<file path="src/rtl/br_ram_initializer_addr_counter.sv">
`default_nettype none
// ============================================================================
// Module   : br_ram_initializer_addr_counter
// Purpose  : Address counter for the RAM initializer. Clears to 0 on request,
//            increments by one when enabled, and flags the terminal count
//            (count == Depth-1). At terminal count an increment returns the
//            counter to 0, so it rests at 0 between sweeps.
// Ports    : clk      - rising-edge clock
//            rst      - synchronous active-low reset
//            clear    - force the count to 0 (wins over incr)
//            incr     - advance the count
//            count    - current address (AddressWidth bits)
//            terminal - high when count == Depth-1
// Revision : 1.0 - initial release
// ============================================================================
module br_ram_initializer_addr_counter #(
  parameter int Depth        = 2,
  parameter int AddressWidth = 1
) (
  input  logic                    clk,
  input  logic                    rst,
  input  logic                    clear,
  input  logic                    incr,
  output logic [AddressWidth-1:0] count,
  output logic                    terminal
);

  localparam logic [AddressWidth-1:0] c_last = AddressWidth'(Depth - 1);

  logic [AddressWidth-1:0] r_count;

  // An explicit compare against Depth-1 handles depths that are not a power
  // of two; natural wrap of the counter would overrun them.
  assign terminal = (r_count == c_last);
  assign count    = r_count;

  always_ff @(posedge clk) begin
    if (!rst) begin
      r_count <= '0;
    end else if (clear) begin
      r_count <= '0;
    end else if (incr) begin
      r_count <= terminal ? '0 : r_count + 1'b1;
    end
  end

endmodule
`default_nettype wire

</file>
<file path="src/rtl/br_ram_initializer.sv">
`default_nettype none
// ============================================================================
// Module   : br_ram_initializer
// Purpose  : Fills every entry of an attached RAM with one programmable value.
//            A one-cycle start in IDLE captures initial_value and issues one
//            write per cycle to addresses 0..Depth-1, then returns to IDLE.
// Ports    : clk           - rising-edge clock
//            rst           - synchronous active-low reset
//            initial_value - fill value, sampled when start is accepted
//            start         - request to begin initialization
//            busy          - initialization pending or in progress
//            wr_valid      - RAM write enable
//            wr_addr       - RAM write address
//            wr_data       - RAM write data
// Revision : 1.0 - initial release
// ============================================================================
module br_ram_initializer #(
  parameter  int Depth        = 2,
  parameter  int Width        = 1,
  localparam int AddressWidth = $clog2(Depth)
) (
  input  logic                    clk,
  input  logic                    rst,
  input  logic [Width-1:0]        initial_value,
  input  logic                    start,
  output logic                    busy,
  output logic                    wr_valid,
  output logic [AddressWidth-1:0] wr_addr,
  output logic [Width-1:0]        wr_data
);

  generate
    if (Depth < 2) begin : g_bad_depth
      $error("br_ram_initializer: Depth must be at least 2");
    end
    if (Width < 1) begin : g_bad_width
      $error("br_ram_initializer: Width must be at least 1");
    end
  endgenerate

  typedef enum logic [0:0] {
    IDLE  = 1'b0,
    WRITE = 1'b1
  } state_t;

  state_t                  r_state;
  state_t                  w_next_state;
  logic                    w_accept;
  logic                    w_last;
  logic [Width-1:0]        r_data;
  logic [AddressWidth-1:0] w_count;

  br_ram_initializer_addr_counter #(
    .Depth        (Depth),
    .AddressWidth (AddressWidth)
  ) u_addr_counter (
    .clk      (clk),
    .rst      (rst),
    .clear    (w_accept),
    .incr     (r_state == WRITE),
    .count    (w_count),
    .terminal (w_last)
  );

  always_ff @(posedge clk) begin
    if (!rst) begin
      r_state <= IDLE;
    end else begin
      r_state <= w_next_state;
    end
  end

  always_comb begin
    w_next_state = r_state;
    w_accept     = 1'b0;
    case (r_state)
      IDLE: begin
        if (start) begin
          w_accept     = 1'b1;
          w_next_state = WRITE;
        end
      end
      WRITE: begin
        if (w_last) begin
          w_next_state = IDLE;
        end
      end
      default: w_next_state = IDLE;
    endcase
  end

  // The data register is zeroed on the last write so wr_data reads 0 in IDLE
  // straight from a flop, with no output gating.
  always_ff @(posedge clk) begin
    if (!rst) begin
      r_data <= '0;
    end else if (w_accept) begin
      r_data <= initial_value;
    end else if ((r_state == WRITE) && w_last) begin
      r_data <= '0;
    end
  end

  // busy rises combinationally in the request cycle so neighbours stall at once.
  assign busy     = (r_state == WRITE) || ((r_state == IDLE) && start);
  assign wr_valid = (r_state == WRITE);
  assign wr_addr  = w_count;
  assign wr_data  = r_data;

  a_no_x_outputs : assert property (@(posedge clk) disable iff (!rst)
    !$isunknown({busy, wr_valid, wr_addr, wr_data}));

  a_addr_in_range : assert property (@(posedge clk) disable iff (!rst)
    wr_valid |-> (32'(wr_addr) < 32'(Depth)));

  a_valid_implies_busy : assert property (@(posedge clk) disable iff (!rst)
    wr_valid |-> busy);

endmodule
`default_nettype wire

</file>
<file path="config.mk">
export PLATFORM = sky130hd
export DESIGN_NAME = br_ram_initializer
export DESIGN_NICKNAME = d
export VERILOG_FILES = /design/src/rtl/br_ram_initializer_addr_counter.sv /design/src/rtl/br_ram_initializer.sv
export SDC_FILE = /design/constraint.sdc
export NUM_CORES = 1
export LEC_CHECK = 0
export BUFFER_PORTS_ARGS = -buffer_cell sky130_fd_sc_hd__buf_2
export CAP_MARGIN = 20
export CORE_AREA = 2 2 39 41
export DETAILED_ROUTE_END_ITERATION = 8
export DIE_AREA = 0 0 41 43
export GPL_TIMING_DRIVEN = 0
export PLACE_DENSITY = 0.3
export SYNTH_ARGS = -nofsm -noshare
export SYNTH_HDL_FRONTEND = slang
export SYNTH_SLANG_ARGS = --single-unit
</file>
<file path="constraint.sdc">
create_clock -name clk -period 1.25 [get_ports clk]
set_clock_uncertainty 0.2 [all_clocks]
set_input_delay 0.125 -clock clk [delete_from_list [all_inputs] [get_ports clk]]
set_output_delay 0.125 -clock clk [all_outputs]
set_load 0.005 [all_outputs]
</file>
==> out/metrics.sh <==
YS_SEQ_ELEMENTS=3
CRIT_FANOUT=2
RSZ0062_AT_GRT='false'
FINALCOREUTILIZATION_PCT=17.5
BUFFER_PORTS.INSERTED=7
YS_WARN_COUNT=0
CLKLATENCYLATEPIN_PS=230
SYNTH_TOP_CELL_BY_AREA='sky130_fd_sc_hd__dfxtp_1'
WORST_SLEW_PIN_SLEW_PS=138
CRIT_PATH_END_KIND='output pin'
PEAK_IR_DROP_ON_THE_VDD_NETWORK_V=0.000352
WORSTPATHREQUIRED_PS=930
SYNTHCELLS=13
R2R-START='wr_valid$_SDFF_PN0_'
CELLPOWERDENSITY_nW_PER_UM2=1360
PERIOD_SHARE_PCT=97.3
LAYOUT-AREA-OVERHEAD-VS-SYNTH_PCT=87.4
DP_HPWL_UM=207
CRITICAL_PATH_ARRIVAL_PS=890
SYN_AREA_SQ_UM=129
SYNTHDOMINANTCELLAREASHARE_PCT=46.6
FINALSETUPVIOLATIONS=0
DIE_HEIGHT_UM=43
GRT.OVERFLOW.TOTAL=0
FIRST_PASS_GRT_WIRE_LENGTH_UM=496
GRT_PASS1_VIAS=131
CTS_MAX_LEVEL=1
CTS-ROOT-BUF='sky130_fd_sc_hd__clkbuf_4'
FP.COREAREA_SQ_UM=1380
GROUTE.USAGE.OVERALL_PCT=5.12
WORST_CASE_CLOCK_BUFFER_DEPTH=2
NFILLCELLS=159
YOSYSUNIQUECELLTYPES=9
ANTENNA_FOUND_INITIAL=0
MAX_CAP_VIOL_COUNT=0
TIMING.FMAX_MHz=822
YOSYS-TOP-CELLS-AREA='sky130_fd_sc_hd__dfxtp_1 47%, sky130_fd_sc_hd__a21boi_1 12%, sky130_fd_sc_hd__mux2_2 8.7%'
NUM_ROWS=14
FLOORPLAN.DIE_AREA_SQ_UM=1760
CTS_TREE='built'
FINAL_COMMON_CELL='sky130_fd_sc_hd__buf_2'
VIA_PER_INSTANCE_RATIO=3.19
GP_CONGESTION=0.564
FINAL_MAX_SLEW_VIOL_COUNT=0
LARGEST_NET_DEGREE_AT_THE_START_OF_GLOBAL_ROUTING=6
AVGROUTEDWIREPERCELL_UM=7.19
RUN_STATUS='completed'
POST_ROUTE_CELLS_DRIVE_ABOVE_1_SHARE_PCT=51.9
POWER.STATIC_LEAKAGE_nW=0.109
FIRST_ITER_VIOLATIONS=1
FINAL.HOLD.WORST_SLACK_PS=3.22
TOP_LEVEL_I_O_COUNT=8
FINALWORSTPATHREQUIREDPERIOD_PS=1220
CTS-BUFFERS-INSERTED=3
TOTALWIRELENGTH_UM=309
FINAL_ANTENNA_NET_COUNT=0
CTS_SINK_COUNT=3
LAYOUT.NETS=32
WORST_SLEW_MARGIN_REL_PCT=90.8
CRIT_PATH_START='wr_valid$_SDFF_PN0_'
FINAL_HOLD_VIOL_COUNT=0
SYN-NUM-NETS=17
SYN_AVG_CELL_AREA_SQ_UM=9.91
NUM_ANTENNA_CELLS=0
TIMING.HOLD.WORST.CLASS='input pin to register'
FP.DIEW_UM=41
DR_TOTAL_VIAS=137
INITIAL_UTILIZATION_PCT=9.31
DESIGN_POWER_TOTAL_W=0.000329
DRT-PASS1-ITER-COUNT=2
TOTALNEGATIVESETUPSLACK_PS=0
CLK_PIN_SLEW_PS=40
CRIT_TYPE='register to output pin'
LAYOUT.CELLS.MOST_COMMON_LIST='7 x sky130_fd_sc_hd__buf_2, 3 x sky130_fd_sc_hd__clkbuf_4'
DETAIL_ROUTE.DRC_VIOLATIONS=0
HP-START='start'
CRITPATHLAUNCHTYPE='register'
SYNTH_SEQ_AREA_SHARE_PCT=46.6
-- where the power goes --
part / switching (W) / internal, W
clock: 0.0000508 / 0.000120
combinational: 0.0000186 / 0.0000318
sequential: 0.00000403 / 0.000104
-- repair_timing --
action / CTS / global route
buffers inserted: 1 / 0
gates resized for setup: 2 / 0
setup endpoints to repair: 1 / 1
hold buffers: 2 / 0
endpoints found under the hold margin: 3 / 0
pin swaps: 0 / 2
-- metrics by stage --
step / worst slack (ps) / std cells / cell area (sq um)
floorplan: 134 / 13 / 129
global placement: 110 / 36 / 184
detailed placement: 112 / 36 / 184
CTS: 22.1 / 43 / 241
global route: 2.92 / 43 / 241
finish: 33.4 / 43 / 241
-- layout make-up --
class                           count  area (sq um)  share of cell area (%)
Clock buffer                        4          26.3                    10.9
Multi-Input combinational cell     10          71.3                    29.5
Sequential cell                     3          61.3                    25.4
Tap cell                           16          20.0                    8.29
Timing Repair Buffer               10          62.6                    25.9
-- worst paths after layout --
path | end | slack [ps] | depth (start not counted)
worst max-delay path | busy | 30 | 2
worst min-delay path | u_addr_counter.count$_SDFFE_PP0P_ | 3 | 3
worst max register to register | wr_data$_SDFFE_PN0P_ | 40 | 3
worst min register to register | wr_data$_SDFFE_PN0P_ | 280 | 2
-- registers in the layout, summed over array words and instances, names as in the netlist --
register	count
wr_data	1
u_addr_counter.count	1
wr_valid	1
-- cells in the mapped netlist --
master	number
sky130_fd_sc_hd__o22ai_1	1
sky130_fd_sc_hd__mux2_2	1
sky130_fd_sc_hd__or2_2	1
sky130_fd_sc_hd__nand2b_1	1
sky130_fd_sc_hd__or3b_1	1
sky130_fd_sc_hd__dfxtp_1	3
sky130_fd_sc_hd__or2b_1	1
sky130_fd_sc_hd__a21boi_1	2
sky130_fd_sc_hd__nand2_1	2
-- worst max-delay path, cell delays in order (launching register included) --
cell                      delay (ps)
sky130_fd_sc_hd__dfxtp_2         310
sky130_fd_sc_hd__or2_4           230
sky130_fd_sc_hd__buf_2           120
-- routing by layer --
layer / global-route usage (%) / vias up / wire (um)
li1: - / 72 / -
met1: 5.45 / 57 / 145
met2: 4.06 / 8 / 103
met3: 6.28 / 0 / 61
met4: 6.00 / 0 / 0
met5: 0 / - / 0
-- cells by family (layout without fill, tap and decap cells) --
logic type | after synthesis | after routing | share of synthesized area [%]
flops | 3 | 3 | 46.6
compound gates | 3 | 3 | 16.5
buf+inv | 0 | 14 | 0
simple gates | 6 | 6 | 28.2
mux | 1 | 1 | 8.74
Note: power is estimated with default switching activity, not from simulation.
